$ cat config.mk
export PLATFORM = sky130hd
export DESIGN_NAME = pipe_hazard_ctrl_flat
export DESIGN_NICKNAME = d
export VERILOG_FILES = /design/src/rtl/pipe_hazard_ctrl_pkg.sv /design/src/rtl/pipe_hazard_ctrl_if.sv /design/src/rtl/pipe_hazard_ctrl.sv /design/src/flat_wrapper.sv
export SDC_FILE = /design/constraint.sdc
export NUM_CORES = 1
export LEC_CHECK = 0
export CAP_MARGIN = 15
export CORE_MARGIN = 2
export CORE_UTILIZATION = 50
export DETAILED_ROUTE_END_ITERATION = 12
export GPL_ROUTABILITY_DRIVEN = 0
export GPL_TIMING_DRIVEN = 0
export PLACE_DENSITY = 0.83
export SLEW_MARGIN = 10
export SYNTH_ARGS = -nofsm -noshare
export SYNTH_HDL_FRONTEND = slang
export SYNTH_SLANG_ARGS = --single-unit
export TNS_END_PERCENT = 5
$ cat constraint.sdc
create_clock -name clk -period 2.3 [get_ports clk]
set_input_delay 0.23 -clock clk [delete_from_list [all_inputs] [get_ports clk]]
set_output_delay 0.23 -clock clk [all_outputs]
set_load 0.02 [all_outputs]
$ cat src/rtl/pipe_hazard_ctrl_pkg.sv
// Shared encodings for the pipeline stall/flush sequencer: PC-source select,
// FSM states, the ID-stage action picked in IDLE, and the control bundle.
package pipe_hazard_ctrl_pkg;

  localparam int CNT_W = 4;

  typedef enum logic [1:0] {
    PC_SEL_SEQ = 2'b00,
    PC_SEL_BR  = 2'b01,
    PC_SEL_RET = 2'b10,
    PC_SEL_VEC = 2'b11
  } pc_sel_e;

  typedef enum logic [2:0] {
    ST_IDLE      = 3'd0,
    ST_RET_WAIT  = 3'd1,
    ST_RET_PC    = 3'd2,
    ST_INT_DRAIN = 3'd3,
    ST_INT_PUSH  = 3'd4,
    ST_INT_VEC   = 3'd5
  } state_e;

  // What IDLE does this cycle, already resolved by priority.
  typedef enum logic [2:0] {
    ACT_NONE,
    ACT_BR,
    ACT_RET,
    ACT_LU,
    ACT_INT
  } idle_act_e;

  typedef struct packed {
    logic    stall_f;
    logic    stall_d;
    logic    flush_d;
    logic    flush_e;
    pc_sel_e pc_sel;
    logic    int_ack;
    logic    int_push;
  } ctrl_t;

  // A wait of N cycles loads N-1 because the count includes the zero cycle.
  function automatic logic [CNT_W-1:0] cnt_load(input int unsigned cycles);
    return CNT_W'(cycles - 1);
  endfunction

endpackage

$ cat src/rtl/pipe_hazard_ctrl_if.sv
// Hazard-control bus between the pipeline datapath (master) and the
// stall/flush sequencer (slave).
interface pipe_hazard_ctrl_if #(
  parameter int REG_AW = 2
);
  logic [REG_AW-1:0] src_a_D;
  logic [REG_AW-1:0] src_b_D;
  logic              use_a_D;
  logic              use_b_D;
  logic [REG_AW-1:0] dst_E;
  logic              wr_en_regf_E;
  logic              rd_en_E;
  logic              branch_taken_E;
  logic              is_ret_E;
  logic              intr;

  logic              stall_F;
  logic              stall_D;
  logic              flush_D;
  logic              flush_E;
  logic [1:0]        pc_sel;
  logic              int_ack;
  logic              int_push;
  logic              busy;

  modport master (
    output src_a_D, src_b_D, use_a_D, use_b_D, dst_E, wr_en_regf_E, rd_en_E,
           branch_taken_E, is_ret_E, intr,
    input  stall_F, stall_D, flush_D, flush_E, pc_sel, int_ack, int_push, busy
  );

  modport slave (
    input  src_a_D, src_b_D, use_a_D, use_b_D, dst_E, wr_en_regf_E, rd_en_E,
           branch_taken_E, is_ret_E, intr,
    output stall_F, stall_D, flush_D, flush_E, pc_sel, int_ack, int_push, busy
  );
endinterface

$ cat src/rtl/pipe_hazard_ctrl.sv
// Stall/flush sequencer for the 5-stage pipeline: same-cycle load-use and
// branch handling, plus a counted FSM for RET/RTI bubbles and interrupt entry.
module pipe_hazard_ctrl
  import pipe_hazard_ctrl_pkg::*;
#(
  parameter int REG_AW       = 2,
  parameter int RET_BUBBLES  = 2,
  parameter int DRAIN_CYCLES = 2
) (
  input logic               clk,
  input logic               reset,
  pipe_hazard_ctrl_if.slave hz
);

  localparam logic [CNT_W-1:0] RET_LOAD   = cnt_load(RET_BUBBLES);
  localparam logic [CNT_W-1:0] DRAIN_LOAD = cnt_load(DRAIN_CYCLES);

  state_e            state;
  logic [CNT_W-1:0]  cnt;
  logic              intr_q;
  logic              intr_pend;
  logic              int_resume;

  logic [REG_AW-1:0] src_a;
  logic [REG_AW-1:0] src_b;
  logic [REG_AW-1:0] dst;
  logic              lu;
  logic              intr_rise;
  idle_act_e         act;
  ctrl_t             ctl;

  assign src_a = hz.src_a_D;
  assign src_b = hz.src_b_D;
  assign dst   = hz.dst_E;

  assign lu = hz.rd_en_E & hz.wr_en_regf_E &
              ((hz.use_a_D & (src_a == dst)) | (hz.use_b_D & (src_b == dst)));

  assign intr_rise = hz.intr & ~intr_q;

  // A taken branch squashes the ID instruction, so it outranks a load-use.
  always_comb begin
    // NOTE: every always_comb output gets a default first so no latch is inferred.
    act = ACT_NONE;
    if (hz.branch_taken_E)  act = ACT_BR;
    else if (hz.is_ret_E)   act = ACT_RET;
    else if (lu)            act = ACT_LU;
    else if (intr_pend)     act = ACT_INT;
  end

  always_comb begin
    ctl        = '0;
    ctl.pc_sel = PC_SEL_SEQ;
    case (state)
      ST_IDLE: begin
        case (act)
          ACT_BR: begin
            ctl.flush_d = 1'b1;
            ctl.flush_e = 1'b1;
            ctl.pc_sel  = PC_SEL_BR;
          end
          ACT_RET: begin
            ctl.stall_f = 1'b1;
            ctl.flush_d = 1'b1;
          end
          ACT_LU: begin
            ctl.stall_f = 1'b1;
            ctl.stall_d = 1'b1;
            ctl.flush_e = 1'b1;
          end
          ACT_INT: begin
            ctl.int_ack = 1'b1;
            ctl.stall_f = 1'b1;
            ctl.flush_d = 1'b1;
          end
          default: ;
        endcase
      end
      ST_RET_WAIT: begin
        ctl.stall_f = 1'b1;
        ctl.flush_d = 1'b1;
      end
      ST_RET_PC: begin
        ctl.flush_d = 1'b1;
        ctl.pc_sel  = PC_SEL_RET;
      end
      ST_INT_DRAIN: begin
        ctl.stall_f = 1'b1;
        ctl.flush_d = 1'b1;
        if (hz.branch_taken_E) begin
          ctl.flush_e = 1'b1;
          ctl.pc_sel  = PC_SEL_BR;
        end
      end
      ST_INT_PUSH: begin
        ctl.int_push = 1'b1;
        ctl.stall_f  = 1'b1;
        ctl.flush_d  = 1'b1;
      end
      ST_INT_VEC: begin
        ctl.flush_d = 1'b1;
        ctl.pc_sel  = PC_SEL_VEC;
      end
      default: ;
    endcase
  end

  // NOTE: sequential state uses non-blocking assignments so every register
  // samples the pre-edge values regardless of statement order.
  always_ff @(posedge clk or negedge reset) begin
    if (!reset) begin
      state      <= ST_IDLE;
      cnt        <= '0;
      intr_q     <= 1'b0;
      intr_pend  <= 1'b0;
      int_resume <= 1'b0;
    end else begin
      intr_q <= hz.intr;
      // A fresh edge in the ack cycle is a new request and must survive.
      if (intr_rise)        intr_pend <= 1'b1;
      else if (ctl.int_ack) intr_pend <= 1'b0;

      case (state)
        ST_IDLE: begin
          if (act == ACT_RET) begin
            cnt   <= RET_LOAD;
            state <= ST_RET_WAIT;
          end else if (act == ACT_INT) begin
            cnt   <= DRAIN_LOAD;
            state <= ST_INT_DRAIN;
          end
        end
        ST_RET_WAIT: begin
          if (cnt == '0) state <= ST_RET_PC;
          else           cnt   <= cnt - CNT_W'(1);
        end
        ST_RET_PC: begin
          if (int_resume) begin
            int_resume <= 1'b0;
            cnt        <= DRAIN_LOAD;
            state      <= ST_INT_DRAIN;
          end else begin
            state <= ST_IDLE;
          end
        end
        ST_INT_DRAIN: begin
          if (hz.branch_taken_E) begin
            cnt <= DRAIN_LOAD;
          end else if (hz.is_ret_E) begin
            // Finish the return first, then restart the drain from RET_PC.
            int_resume <= 1'b1;
            cnt        <= RET_LOAD;
            state      <= ST_RET_WAIT;
          end else if (cnt == '0) begin
            state <= ST_INT_PUSH;
          end else begin
            cnt <= cnt - CNT_W'(1);
          end
        end
        ST_INT_PUSH: state <= ST_INT_VEC;
        ST_INT_VEC:  state <= ST_IDLE;
        default:     state <= ST_IDLE;
      endcase
    end
  end

  // Outputs are held low for the whole time reset is asserted, not just after an edge.
  assign hz.stall_F  = reset & ctl.stall_f;
  assign hz.stall_D  = reset & ctl.stall_d;
  assign hz.flush_D  = reset & ctl.flush_d;
  assign hz.flush_E  = reset & ctl.flush_e;
  assign hz.pc_sel   = reset ? ctl.pc_sel : PC_SEL_SEQ;
  assign hz.int_ack  = reset & ctl.int_ack;
  assign hz.int_push = reset & ctl.int_push;
  assign hz.busy     = reset & (state != ST_IDLE);

endmodule

$ cat src/flat_wrapper.sv
// flat-port wrapper written by rule: the top's interface ports become plain ports
module pipe_hazard_ctrl_flat import pipe_hazard_ctrl_pkg::*;
#(
  parameter int REG_AW       = 2,
  parameter int RET_BUBBLES  = 2,
  parameter int DRAIN_CYCLES = 2
)
  (clk, reset, hz_src_a_D, hz_src_b_D, hz_use_a_D, hz_use_b_D, hz_dst_E, hz_wr_en_regf_E, hz_rd_en_E, hz_branch_taken_E, hz_is_ret_E, hz_intr, hz_stall_F, hz_stall_D, hz_flush_D, hz_flush_E, hz_pc_sel, hz_int_ack, hz_int_push, hz_busy);
  pipe_hazard_ctrl_if #(.REG_AW(REG_AW)) hz_i ();
  input logic clk;
  input logic reset;
  input wire logic [$bits(hz_i.src_a_D)-1:0] hz_src_a_D;
  input wire logic [$bits(hz_i.src_b_D)-1:0] hz_src_b_D;
  input wire logic [$bits(hz_i.use_a_D)-1:0] hz_use_a_D;
  input wire logic [$bits(hz_i.use_b_D)-1:0] hz_use_b_D;
  input wire logic [$bits(hz_i.dst_E)-1:0] hz_dst_E;
  input wire logic [$bits(hz_i.wr_en_regf_E)-1:0] hz_wr_en_regf_E;
  input wire logic [$bits(hz_i.rd_en_E)-1:0] hz_rd_en_E;
  input wire logic [$bits(hz_i.branch_taken_E)-1:0] hz_branch_taken_E;
  input wire logic [$bits(hz_i.is_ret_E)-1:0] hz_is_ret_E;
  input wire logic [$bits(hz_i.intr)-1:0] hz_intr;
  output wire logic [$bits(hz_i.stall_F)-1:0] hz_stall_F;
  output wire logic [$bits(hz_i.stall_D)-1:0] hz_stall_D;
  output wire logic [$bits(hz_i.flush_D)-1:0] hz_flush_D;
  output wire logic [$bits(hz_i.flush_E)-1:0] hz_flush_E;
  output wire logic [$bits(hz_i.pc_sel)-1:0] hz_pc_sel;
  output wire logic [$bits(hz_i.int_ack)-1:0] hz_int_ack;
  output wire logic [$bits(hz_i.int_push)-1:0] hz_int_push;
  output wire logic [$bits(hz_i.busy)-1:0] hz_busy;
  assign hz_i.src_a_D = hz_src_a_D;
  assign hz_i.src_b_D = hz_src_b_D;
  assign hz_i.use_a_D = hz_use_a_D;
  assign hz_i.use_b_D = hz_use_b_D;
  assign hz_i.dst_E = hz_dst_E;
  assign hz_i.wr_en_regf_E = hz_wr_en_regf_E;
  assign hz_i.rd_en_E = hz_rd_en_E;
  assign hz_i.branch_taken_E = hz_branch_taken_E;
  assign hz_i.is_ret_E = hz_is_ret_E;
  assign hz_i.intr = hz_intr;
  assign hz_stall_F = hz_i.stall_F;
  assign hz_stall_D = hz_i.stall_D;
  assign hz_flush_D = hz_i.flush_D;
  assign hz_flush_E = hz_i.flush_E;
  assign hz_pc_sel = hz_i.pc_sel;
  assign hz_int_ack = hz_i.int_ack;
  assign hz_int_push = hz_i.int_push;
  assign hz_busy = hz_i.busy;
  pipe_hazard_ctrl #(.REG_AW(REG_AW), .RET_BUBBLES(RET_BUBBLES), .DRAIN_CYCLES(DRAIN_CYCLES)) u_core (.clk(clk), .reset(reset), .hz(hz_i));
endmodule
==> metrics, run 1 <==
CP Launch Type=primary input; worst hold slack=-0.0104 ns; CP Max Fanout=6; die footprint=2020 um2; share of layout cells above drive strength 1=16.3%; Non-Filler Instances=151; FF+latch count, synth=10; fin area=1130 um2; CTS tree=done; Worst Tran Pin Value=0.692 ns; Initial DRC Count=30; post-synth top area cell=dfrtp_1; Cells after DPL=147; fill count=118; Clock Sinks=10; Post-Syn Instances=109; CP required=2.07 ns; Synth top area share=29.9%; Final Hold Vio Count=10; max cap viols=0; deepest clock path buffer count=2; Peak VDD IR=655 uV; CTS Hold Bufs=0; Max transition margin=53.8%; H-tree levels=1; Initial Utilization=54.3%; Avg Inst Size Synth=7.68 um2; IO Pins=24; Yosys cell types=42; DRC violations left=0; CTS Buf Count=3; Post-Syn Nets=125; Skew-Pair Late Insertion Delay=0.26 ns; Area growth syn-to-layout=35.4%; routed vias=933; Synth area leaders=dfrtp_1 30%, nor2_1 5.4%, nand2_1 4.9%, a21oi_1 4.8%, o21ai_1 3.6%; clk_skew=0.000680 ns; critical path arrival=1.95 ns; total global-route track usage=24.1%; Worst-path clk slew=0.07 ns; Final setup viols=0; post-layout util=73.5%; Worst path max stage delay=0.46 ns; worst hold path type=primary input to asynchronous set/reset pin; Buffers on Ports=22; vias in the first global route=896; pre-CTS WS=-0.142 ns; pin count of the biggest net entering global routing=20; Wirelength per Cell=13.7 um; DRT Pass-1 Iters=4; worst path cell trace=clkdlybuf4s50_1, or2_0, a211o_1, and2_4, buf_6, nand2_1, a21oi_1, dlygate4sd2_1; first-pass GRT wire length=3.59 mm; failing checks=negative hold slack; Placed Area=1080 um2; antenna violations before repair=0; cell leakage power=0.511 nW; Final period util=95.0%; Final Max Slew Viols=0; RSZ-0062 raised after global routing=no; crit end category=output port; Root Buffer=clkbuf_4; Layout Nets=152; hpwl dp=1.57 mm; Die Span X=44.9 um; Rows=14; Tot Pwr=1.20 mW; Synth Cell Area=837 um2; yosys warns=0; status=finished with violations; PD cells=1060 nW/um2; Post-Route WL=2.06 mm; slowest stage cell, crit path=clkdlybuf4s50_1; total core area=1540 um2; critical path type=primary input to output port; detailed-route vias per instance=6.18; die height=44.9 um; Setup WS post-layout=0.116 ns; gr ovfl total=0; antenna diode count=0; sequential fraction of the synthesis area=29.9%; Period minus WS final=2.18 ns; Max Fclk=458 MHz; setup TNS=0 ns; DRT antenna net count=0
==> worst max-delay path, delay by kind of cell <==
kind	cells	cell delay [ns]
and+or+nand+nor	3	0.48
AOI/OAI and AO/OA	2	0.34
buffers and inverters	3	0.91
==> power by group <==
group | leakage (nW) | internal (mW) | switching (mW)
sequential | 0.120 | 0.241 | 0.0909
combinational | 0.370 | 0.312 | 0.394
clock | 0.0210 | 0.0961 | 0.0647
total | 0.511 | 0.649 | 0.550
==> timing repair <==
item                       4_1_cts  5_1_grt
buffers inserted                 1        0
setup endpoints to repair        6        5
gates resized for setup          7        7
pin swaps                        1        0
==> logic make-up after synthesis <==
family,Yosys count,synth area share [%]
flip-flops,10,29.9
multiplexers,1,1.20
XOR/XNOR,3,3.14
AND/OR/NAND/NOR,52,32.4
adder cells (fa/ha/maj),1,1.49
buffers and inverters,10,5.53
AO/OA/AOI/OAI,32,26.3
==> layer usage <==
layer	GRT usage, %	wire length, um	vias to the layer above
met5	0	0	-
met4	17.1	46	0
met3	2.80	171	6
met2	41.7	1030	63
met1	27.2	814	424
li1	-	-	440
==> worst paths after layout <==
kind / cells after the start / endpoint / slack (ns) / start
setup / recovery: 8 / hz_flush_D / 0.12 / hz_dst_E[1]
hold / removal: 1 / u_core.state[0] / -0.01 / reset
min in group clk: 1 / u_core.intr_pend / 0.42 / u_core.intr_q
setup reg to reg: 7 / u_core.state[1] / 0.62 / u_core.cnt[0]
max in group asynchronous: 1 / u_core.state[2] / 1.83 / reset
hold reg to reg: 1 / u_core.intr_pend / 0.42 / u_core.intr_q
==> synthesized netlist by cell type, drive strengths merged <==
cell      n
nand2b    2
a21oi     8
o211ai    1
and3      2
a41oi     1
o22ai     1
nor3b     2
mux2i     1
xnor2     1
ha        1
dfrtp    10
o2bb2ai   1
a22oi     1
nor2     12
or2       2
nand3b    1
buf       2
nand2    13
nand3     5
a31o      1
and2      2
inv       5
o221ai    2
a31oi     1
nor2b     4
a211o     2
clkbuf    3
nor3      5
a21o      2
a22o      1
o21ai    10
xor2      2
nor4      2
==> layout by cell type (no fill, tap or decap), types with 2 or more instances in the layout <==
master | synthesis | layout
nor2_1 | 12 | 11
nand2b_1 | 2 | 2
o21ai_0 | 4 | 4
a21o_1 | 2 | 2
nor4_1 | 2 | 2
inv_1 | 4 | 4
dlygate4sd2_1 | 0 | 5
clkdlybuf4s50_1 | 0 | 15
clkbuf_4 | 0 | 3
dlymetal6s2s_1 | 0 | 2
nor2b_1 | 4 | 4
and3_1 | 2 | 2
o21ai_1 | 6 | 6
xor2_1 | 2 | 2
a21oi_1 | 8 | 8
dfrtp_1 | 10 | 8
nor3b_2 | 1 | 2
nand2_1 | 11 | 11
nand3_1 | 5 | 5
nor3_1 | 4 | 4
nand2_2 | 2 | 2
a211o_1 | 2 | 2
dfrtp_2 | 0 | 2
==> registers in the layout, indices dropped and copies added, names as in the netlist <==
signal             flops
u_core.cnt             4
u_core.int_resume      1
u_core.intr_pend       1
u_core.intr_q          1
u_core.state           3
==> cell type report <==
| class | count | area [um2] | area share (%) |
|---|---|---|---|
| Tap cell | 16 | 20.0 | 1.77 |
| Timing Repair Buffer | 23 | 226 | 20.0 |
| Buffer | 4 | 25.0 | 2.21 |
| Clock buffer | 4 | 36.3 | 3.20 |
| Inverter | 5 | 18.8 | 1.66 |
| Sequential cell | 10 | 253 | 22.3 |
| Multi-Input combinational cell | 89 | 554 | 48.9 |
(Power assumes the default switching activity.)
==> inputs of run 2 (changes only) <==
--- a/config.mk
+++ b/config.mk
@@ -9,7 +9,6 @@
 export CORE_MARGIN = 2
 export CORE_UTILIZATION = 50
 export DETAILED_ROUTE_END_ITERATION = 12
-export GPL_ROUTABILITY_DRIVEN = 0
 export GPL_TIMING_DRIVEN = 0
 export PLACE_DENSITY = 0.83
 export SLEW_MARGIN = 10
==> results of run 2 <==
Same layout as run 1: the final DEF is identical, and so are final timing and power.
